`config.mk`:
```
export PLATFORM = sky130hd
export DESIGN_NAME = servo_ramp_flat
export DESIGN_NICKNAME = d
export VERILOG_FILES = /design/src/rtl/servo_ramp_if.sv /design/src/rtl/servo_ramp.sv /design/src/flat_wrapper.sv
export SDC_FILE = /design/constraint.sdc
export NUM_CORES = 1
export LEC_CHECK = 0
export BUFFER_PORTS_ARGS = -buffer_cell sky130_fd_sc_hd__buf_2
export CELL_PAD_IN_SITES_DETAIL_PLACEMENT = 0
export CELL_PAD_IN_SITES_GLOBAL_PLACEMENT = 1
export CORE_MARGIN = 5
export CORE_UTILIZATION = 45
export DETAILED_ROUTE_END_ITERATION = 8
export PLACE_DENSITY = 0.87
export SETUP_SLACK_MARGIN = 0.5
export SLEW_MARGIN = 20
export SYNTH_ARGS = -nofsm -noshare
export SYNTH_HDL_FRONTEND = slang
export SYNTH_SLANG_ARGS = --single-unit
```
`constraint.sdc`:
```
create_clock -name clk -period 6 [get_ports clk]
set_clock_uncertainty 0.15 [all_clocks]
set_input_delay 0.3 -clock clk [delete_from_list [all_inputs] [get_ports clk]]
set_output_delay 0.3 -clock clk [all_outputs]
set_load 0.1 [all_outputs]
```
`src/rtl/servo_ramp_if.sv`:
```
// rtl/servo_ramp_if.sv - register bus bundle for the servo ramp block
interface servo_ramp_if;
    logic [7:0] din;
    logic [7:0] address;
    logic       w_en;
    logic       r_en;
    logic [7:0] dout;

    modport master (output din, output address, output w_en, output r_en, input dout);
    modport slave  (input din, input address, input w_en, input r_en, output dout);
endinterface

```
`src/rtl/servo_ramp.sv`:
```
// rtl/servo_ramp.sv - memory-mapped slew-rate limiter feeding a servo PWM controller
module servo_ramp #(
    parameter logic [7:0]  SERVO_RAMP_ADDRESS = 8'h00,
    parameter int unsigned CLK_FREQ           = 16000000,
    parameter int unsigned TICK_HZ            = 1000,
    parameter logic [7:0]  INIT_POS           = 8'd128
) (
    input  logic            clk,
    input  logic            rst,
    servo_ramp_if.slave     bus,
    output logic [7:0]      servo_pos,
    output logic            servo_wr,
    output logic            done_irq
);
    localparam int unsigned TICK_DIV = CLK_FREQ / TICK_HZ;
    localparam int unsigned PRE_W    = (TICK_DIV > 1) ? $clog2(TICK_DIV) : 1;

    typedef enum logic {IDLE, MOVING} state_t;

    state_t           state_q, state_d;
    logic [7:0]       pos_q, pos_d;
    logic [7:0]       target_q, target_d;
    logic [7:0]       rate_q, rate_d;
    logic [7:0]       rate_cnt_q, rate_cnt_d;
    logic [PRE_W-1:0] pre_q, pre_d;
    logic             done_q, done_d;
    logic [7:0]       dout_q, dout_d;
    logic             servo_wr_q, servo_wr_d;
    logic             done_irq_q, done_irq_d;

    logic [8:0] off9;
    logic       in_range, wr_target, wr_rate, rd_status, tick, done_set;
    logic [7:0] tgt, step_pos;

    always_comb begin
        off9      = {1'b0, bus.address} - {1'b0, SERVO_RAMP_ADDRESS};
        in_range  = off9 < 9'd4;
        wr_target = bus.w_en && in_range && (off9[1:0] == 2'd0);
        wr_rate   = bus.w_en && in_range && (off9[1:0] == 2'd1);
        rd_status = bus.r_en && in_range && (off9[1:0] == 2'd2);
        tick      = (pre_q == PRE_W'(TICK_DIV - 1));

        pre_d      = tick ? '0 : pre_q + 1'b1;
        state_d    = state_q;
        pos_d      = pos_q;
        target_d   = target_q;
        rate_d     = wr_rate ? bus.din : rate_q;
        rate_cnt_d = rate_cnt_q;
        servo_wr_d = 1'b0;
        done_set   = 1'b0;
        // A TARGET write in the same cycle as a tick steers that tick toward the new target.
        tgt        = wr_target ? bus.din : target_q;
        step_pos   = (tgt > pos_q) ? pos_q + 8'd1 : pos_q - 8'd1;

        case (state_q)
            IDLE: begin
                if (wr_target) begin
                    target_d = bus.din;
                    if (bus.din != pos_q) begin
                        if (rate_q == 8'd0) begin
                            pos_d      = bus.din;
                            servo_wr_d = 1'b1;
                            done_set   = 1'b1;
                        end else begin
                            rate_cnt_d = 8'd0;
                            state_d    = MOVING;
                        end
                    end
                end
            end
            MOVING: begin
                target_d = tgt;
                if (wr_target && (bus.din == pos_q)) begin
                    state_d  = IDLE;
                    done_set = 1'b1;
                end else if (rate_q == 8'd0) begin
                    pos_d      = tgt;
                    servo_wr_d = 1'b1;
                    done_set   = 1'b1;
                    state_d    = IDLE;
                end else if (tick) begin
                    // >= so that lowering RATE below the running count steps on the next tick.
                    if (rate_cnt_q >= rate_q - 8'd1) begin
                        rate_cnt_d = 8'd0;
                        pos_d      = step_pos;
                        servo_wr_d = 1'b1;
                        if (step_pos == tgt) begin
                            state_d  = IDLE;
                            done_set = 1'b1;
                        end
                    end else begin
                        rate_cnt_d = rate_cnt_q + 8'd1;
                    end
                end
            end
            default: state_d = IDLE;
        endcase

        done_irq_d = done_set;
        done_d     = done_q;
        if (rd_status) done_d = 1'b0;
        if (done_set)  done_d = 1'b1;

        dout_d = dout_q;
        if (!in_range) begin
            dout_d = 8'd0;
        end else if (bus.r_en) begin
            case (off9[1:0])
                2'd0:    dout_d = target_q;
                2'd1:    dout_d = rate_q;
                2'd2:    dout_d = {6'd0, done_q, state_q == MOVING};
                default: dout_d = pos_q;
            endcase
        end
    end

    always_ff @(posedge clk) begin
        if (!rst) begin
            state_q    <= IDLE;
            pos_q      <= INIT_POS;
            target_q   <= INIT_POS;
            rate_q     <= 8'd0;
            rate_cnt_q <= 8'd0;
            pre_q      <= '0;
            done_q     <= 1'b0;
            dout_q     <= 8'd0;
            servo_wr_q <= 1'b0;
            done_irq_q <= 1'b0;
        end else begin
            state_q    <= state_d;
            pos_q      <= pos_d;
            target_q   <= target_d;
            rate_q     <= rate_d;
            rate_cnt_q <= rate_cnt_d;
            pre_q      <= pre_d;
            done_q     <= done_d;
            dout_q     <= dout_d;
            servo_wr_q <= servo_wr_d;
            done_irq_q <= done_irq_d;
        end
    end

    assign servo_pos = pos_q;
    assign servo_wr  = servo_wr_q;
    assign done_irq  = done_irq_q;
    assign bus.dout  = dout_q;
endmodule

```
`src/flat_wrapper.sv`:
```
// flat-port wrapper written by rule: the top's interface ports become plain ports
module servo_ramp_flat 
#(
    parameter logic [7:0]  SERVO_RAMP_ADDRESS = 8'h00,
    parameter int unsigned CLK_FREQ           = 16000000,
    parameter int unsigned TICK_HZ            = 1000,
    parameter logic [7:0]  INIT_POS           = 8'd128
)
  (clk, rst, servo_pos, servo_wr, done_irq, bus_din, bus_address, bus_w_en, bus_r_en, bus_dout);
  servo_ramp_if bus_i ();
  input  logic clk;
  input  logic rst;
  output logic [7:0] servo_pos;
  output logic servo_wr;
  output logic done_irq;
  input wire logic [$bits(bus_i.din)-1:0] bus_din;
  input wire logic [$bits(bus_i.address)-1:0] bus_address;
  input wire logic [$bits(bus_i.w_en)-1:0] bus_w_en;
  input wire logic [$bits(bus_i.r_en)-1:0] bus_r_en;
  output wire logic [$bits(bus_i.dout)-1:0] bus_dout;
  assign bus_i.din = bus_din;
  assign bus_i.address = bus_address;
  assign bus_i.w_en = bus_w_en;
  assign bus_i.r_en = bus_r_en;
  assign bus_dout = bus_i.dout;
  servo_ramp #(.SERVO_RAMP_ADDRESS(SERVO_RAMP_ADDRESS), .CLK_FREQ(CLK_FREQ), .TICK_HZ(TICK_HZ), .INIT_POS(INIT_POS)) u_core (.clk(clk), .rst(rst), .bus(bus_i), .servo_pos(servo_pos), .servo_wr(servo_wr), .done_irq(done_irq));
endmodule
```
After elaboration in Yosys (flattened, before gate mapping)
Cells that the tools add are included.
{"block": "word_totals", "reg_bits": 58, "in_bits": 20, "elab_cells": 92}
{"block": "op_classes", "bitwise": 2, "magnitude_cmp": 3, "muxes": 44, "eq_ne": 15, "addsub": 5, "reduce_logical": 13}
{"op": "two-way mux 8 bit", "count": 16}
{"op": "one-hot mux 8 bit (2 select lines)", "count": 2}
{"op": "one-hot mux 8 bit (3 select lines)", "count": 1}
{"op": "two-way mux 1 bit", "count": 22}
{"op": "adder 8 x 1 -> 8 bit, second input constant", "count": 2}
{"op": "== test 8 bit", "count": 2}
{"op": "subtractor 8 x 1 -> 8 bit, second input constant", "count": 2}
{"op": "adder 14 x 1 -> 14 bit, second input constant", "count": 1}
{"op": "== test 14 bit, second input constant", "count": 1}
{"op": "AND reduction 6 bit", "count": 2}
{"op": ">= comparator 8 bit", "count": 1}
{"op": "> comparator 8 bit", "count": 1}
{"op": "logical NOT 8 bit", "count": 1}
{"op": "less-than comparator 8 x 3 -> 1 bit, second input constant", "count": 1}
{"op": "inequality test 2 bit, second input constant", "count": 4}
{"op": "inequality test 8 bit", "count": 1}
{"op": "logical AND 1 bit", "count": 6}
{"op": "inequality test 2 x 1 -> 1 bit, second input constant", "count": 3}
{"op": "inequality test 3 bit, second input constant", "count": 2}
{"op": "one-hot mux 1 bit (2 select lines)", "count": 3}
{"op": "== test 2 x 1 -> 1 bit, second input constant", "count": 1}
{"op": "== test 2 bit, second input constant", "count": 1}
{"op": "logical NOT 2 bit", "count": 1}
{"op": "inverter 1 bit", "count": 2}
{"op": "3 further kinds", "count": 3}

Logic depth before layout (Yosys ltp)
{"block": "logic_depth", "depth_word": 14, "depth_mapped": 20, "depth_no_buf": 19}

Worst setup path after synthesis
No wires, ideal clock.
{"block": "synth_timing", "kind": "register -> register", "from": "register u_core.pos_q[1] (netlist: u_core.servo_pos[1])", "to": "register u_core.done_q", "synth_period_minus_slack_ns": 4.742, "setup_time_ns": 0.115, "arrival_time_ns": 4.477, "required_ns": 5.735, "slack_ns": 1.258, "path_stages_with_launch": 17, "path_cell_list": "dfxtp_1 -> inv_1 -> ha_1 -> nor2b_1 -> o211ai_1 -> a21oi_1 -> o32ai_1 -> inv_1 -> fa_1 -> nor2b_1 -> o31a_1 -> nor4_1 -> a311oi_1 -> xnor2_1 -> nor2_1 -> and4_1 -> o21a_1"}
{"block": "synth_via", "elab_chain_cells": 10, "word_cells_on_any_way": 18}
{"element": "start, declared", "line": "servo_ramp.sv:21", "rtl": "logic [7:0] pos_q, pos_d;"}
{"element": "start signal, assigned", "line": "servo_ramp.sv:131", "rtl": "pos_q <= pos_d;"}
{"element": "subtractor 8 x 1 -> 8 bit (tied with other cells)", "line": "servo_ramp.sv:53", "rtl": "step_pos = (tgt > pos_q) ? pos_q + 8'd1 : pos_q - 8'd1;"}
{"element": "two-way mux 8 bit", "line": "servo_ramp.sv:53"}
{"element": "== test 8 bit", "line": "servo_ramp.sv:87", "rtl": "if (step_pos == tgt) begin"}
{"element": "two-way mux 1 bit", "line": "servo_ramp.sv:87"}
{"element": "two-way mux 1 bit", "line": "servo_ramp.sv:83", "rtl": "if (rate_cnt_q >= rate_q - 8'd1) begin"}
{"element": "two-way mux 1 bit", "line": "servo_ramp.sv:81", "rtl": "end else if (tick) begin"}
{"element": "two-way mux 1 bit", "line": "servo_ramp.sv:76", "rtl": "end else if (rate_q == 8'd0) begin"}
{"element": "two-way mux 1 bit", "line": "servo_ramp.sv:73", "rtl": "if (wr_target && (bus.din == pos_q)) begin"}
{"element": "one-hot mux 1 bit (2 select lines) (*)", "line": "servo_ramp.sv:55", "rtl": "case (state_q)"}
{"element": "two-way mux 1 bit / nonzero test 2 bit (equally long branches)"}
{"element": "end signal, assigned", "line": "servo_ramp.sv:136", "rtl": "done_q <= done_d;"}
{"element": "end, declared", "line": "servo_ramp.sv:26", "rtl": "logic done_q, done_d;"}
Mark *: on every way between the ends. The rest lies on a longest branch, timed or not.
A chain may end at the register's enable or synchronous reset.

Worst setup path in the final report
{"block": "layout_timing", "from": "input bus_address[7]", "to": "register u_core.done_q"}
{"block": "layout_via", "elab_chain_cells": 14, "word_cells_on_any_way": 19}
{"element": "start, declared", "line": "flat_wrapper.sv:17", "rtl": "input wire logic [$bits(bus_i.address)-1:0] bus_address;"}
{"element": "less-than comparator 8 x 3 -> 1 bit (*)", "line": "servo_ramp.sv:37", "rtl": "in_range = off9 < 9'd4;"}
{"element": "logical AND 1 bit (*) (2 in a row)", "line": "servo_ramp.sv:38", "rtl": "wr_target = bus.w_en && in_range && (off9[1:0] == 2'd0);"}
{"element": "two-way mux 8 bit (*)", "line": "servo_ramp.sv:52", "rtl": "tgt = wr_target ? bus.din : target_q;"}
{"element": "net u_core.target_d[1]", "line": "servo_ramp.sv:22", "rtl": "logic [7:0] target_q, target_d;"}
{"element": "> comparator 8 bit", "line": "servo_ramp.sv:53"}
{"element": "two-way mux 8 bit", "line": "servo_ramp.sv:53"}
{"element": "== test 8 bit (*)", "line": "servo_ramp.sv:87"}
{"element": "two-way mux 1 bit (*)", "line": "servo_ramp.sv:87"}
{"element": "two-way mux 1 bit (*)", "line": "servo_ramp.sv:83"}
{"element": "two-way mux 1 bit (*)", "line": "servo_ramp.sv:81"}
{"element": "two-way mux 1 bit (*)", "line": "servo_ramp.sv:76"}
{"element": "two-way mux 1 bit (*)", "line": "servo_ramp.sv:73"}
{"element": "one-hot mux 1 bit (2 select lines) (*)", "line": "servo_ramp.sv:55"}
{"element": "two-way mux 1 bit / nonzero test 2 bit (equally long branches)"}
The timed path passes the listed nets; every way through them passes the cells marked *.

==> out/results.tsv <==
metric	value	unit
status	completed	
cp.buffers_inverters	3	
worst_ir_drop_vdd	0.000101	V
syn_area	3660	sq um
synthFlopType	dfxtp_1	
hp-class	in2reg	
syn-num-nets	477	
timing.final.crit_share	83.0	%
drtIter0Drc	155	
place_inst	555	
fin_cells	570	
grt_pass1_vias	3121	
tns	0	ns
period_needed	4.98	ns
seq_area	1160	sq um
dr.pass1.iters	7	
path_common_cell	a21oi_1	
maxCapViolCount	0	
p_sw_share	24.3	%
rsz0062_at_grt	no	
cts.htree.levels	3	
ios	38	
clkSinkCount	58	
power_density	192	nW/um^2
place_ws	0.570	ns
p_clk_share	44.2	%
critPathKind	in2reg	
power_switching	191	uW
place_hpwl	6840	microns
max_stage_delay	0.61	ns
grt-ovfl-total	0	
fin_util	52.4	%
vias	3208	
die_h	100	microns
ys_types	52	
drc	0	
cp_top_family	compound AO/OA/AOI/OAI gates	
cts_made_buffers	9	
max-clock-path-buffers	2	
final_nets	512	
area_growth_syn_to_layout	12.0	%
slew_headroom	43.1	%
power.leakage	1.83	nW
finalWorstSetupSlack	1.02	ns
max_freq	201	MHz
wirelength	9160	microns
row_count	32	
antenna_found_initial	0	
coreArea	7810	sq um
post_cts_buffers	0	
fillers	782	
path_cells	buf_2 > nor4_1 > nand3_2 > mux2i_1 > inv_1 > ha_1 > nor2b_1 > o211ai_1 > a21oi_1 > o32ai_1 > buf_4 > ha_1 > a21oi_1 > o211ai_1 > o21ai_0 > nand2b_1 > a21oi_1 > xnor3_1 > and4_1 > o21a_1	
worst_pin_slew	0.852	ns
ys_ff_latch	58	
drtAntennaViolNets	0	
grt_pass1_wl	14700	microns
port_buffers	37	
critPathArrivalTime	5.06	ns
place_congestion	0.903	
syn_avg_cell_area	8.52	sq um
die_x	100	microns
power_frac_comb	6.2	%
critPathMaxFanout	10	
antenna_cells	0	
p_seq_share	49.5	%
clk_latency	0.33	ns
setup_viol	0	
synth-edff-count	0	
total_power	785	uW
async_reset_ff_share	0	%
yosysWarnings	0	
hold_viol	0	
end_kind	flop	
start_util	46.8	%
synth_cells	429	
required	6.08	ns
viasPerCell	5.63	
cts_tree	done	
cp_slowest_cell	nor4_1	
intPower	594	uW
dieArea	10000	sq um
clock-root-buffer	clkbuf_8	
slew_violations	0	
track_usage	18.4	%
critPathLaunchType	input port	
routedWlPerCell	16.1	microns
drive_gt1_share	14.7	%
grt_max_degree	25	
multi_input_area	2330	sq um
path_clk_slew	0.07	ns
synth-seq-area-share	31.8	%
[metal layers]
layer  track usage, %  wire [microns]  part of all wire (%)
met5                0               0                     0
met4             10.6             326                   3.6
met3             2.43             336                   3.7
met2             30.9            4410                    48
met1             22.4            4080                    45
[cells in the final DEF (no fill, tap or decap), drive strengths merged, types with 3 or more instances in the layout]
cell type	Yosys	final
nand4	7	7
clkinv	0	3
buf	5	38
nor4	6	6
a211oi	12	12
xnor2	26	26
clkbuf	9	10
o211ai	4	4
or3	7	7
nand2b	3	3
nand4b	4	4
a21oi	32	32
nand3	8	8
xor2	12	12
and3	6	6
o21a	3	3
and2	3	3
dfxtp	58	58
inv	25	25
nor2	68	68
nor2b	3	3
ha	27	27
a211o	6	6
nor3	4	4
mux2i	26	26
nand2	30	30
o21ai	15	15
[worst paths after layout]
path / startpoint / to / slack (ns) / cells past startpoint
worst max-delay path: bus_address[7] / u_core.done_q / 1.02 / 20
worst min-delay path: rst / u_core.target_q[7] / 0.09 / 2
worst max register to register: u_core.target_q[1] / u_core.done_q / 1.96 / 17
worst min register to register: u_core.pre_q[0] / u_core.pre_q[0] / 0.32 / 1
[cells by family (layout without fill, tap and decap cells)]
| logic type | Yosys count | count (layout) | share of synthesized area [%] |
|---|---|---|---|
| simple gates | 155 | 155 | 20.8 |
| compound gates | 82 | 82 | 15.1 |
| buf+inv | 39 | 78 | 4.52 |
| flops | 58 | 58 | 31.8 |
| xor+xnor | 39 | 39 | 9.72 |
| fa+ha+maj | 28 | 28 | 9.79 |
| mux | 28 | 28 | 8.35 |
[cells in the mapped netlist (9+ instances only)]
cell,number,area (sq um)
a21oi_1,32,160
ha_1,27,338
mux2i_1,26,260
xnor2_1,26,228
a211oi_1,11,82.6
dfxtp_1,58,1160
nand2_1,29,109
xor2_1,12,105
nor2_1,68,255
o21ai_0,14,70.1
clkbuf_1,9,33.8
inv_1,25,93.8
[worst reg2reg max path, cell delays in order (launching register included)]
cell	delay (ns)
dfxtp_1	0.32
mux2i_1	0.34
inv_1	0.09
ha_1	0.30
nor2b_1	0.14
o211ai_1	0.17
a21oi_1	0.09
o32ai_1	0.26
buf_4	0.22
ha_1	0.25
a21oi_1	0.22
o211ai_1	0.17
o21ai_0	0.22
nand2b_1	0.08
a21oi_1	0.23
xnor3_1	0.29
and4_1	0.22
o21a_1	0.18
[state kept, by name, indices dropped and copies added (netlist names)]
name and flops:
u_core.rate_q 8, u_core.bus.dout 8, u_core.servo_wr 1, u_core.state_q 1, u_core.done_irq 1, u_core.pre_q 14, u_core.servo_pos 8, u_core.done_q 1
u_core.rate_cnt_q 8, u_core.target_q 8
[stage by stage]
step                      hold WS [ns]  area (sq um)
after floorplan                  0.276          3660
after global placement           0.293          3910
after detailed placement         0.313          3910
after CTS                       0.0682          4090
after global routing            0.0764          4090
final                           0.0862          4090
[power groups by stage]
| stage | Sequential, mW | Combinational (mW) | Clock [mW] |
|---|---|---|---|
| finish | 0.389 | 0.0490 | 0.347 |
| global route | 0.389 | 0.0535 | 0.370 |
| CTS | 0.389 | 0.0486 | 0.353 |
| detailed placement | 0.398 | 0.0484 | 0 |
| global placement | 0.398 | 0.0480 | 0 |
| floorplan | 0.399 | 0.0303 | 0 |
[what timing repair did]
item | in CTS | in global routing
resized for setup | 0 | 1
setup endpoints to repair | 0 | 3
hold buffers | 0 | 0
endpoints found under the hold margin | 0 | 0
[cell type report]
cell class	instances	area share, %
multi-input cells	332	57.0
flip-flops and latches	58	28.4
repair buffers	38	4.71
clock buffers	10	3.12
well taps	102	3.12
inverters	25	2.29
clock inverters	5	1.38
Note: power is estimated with default switching activity, not from simulation.
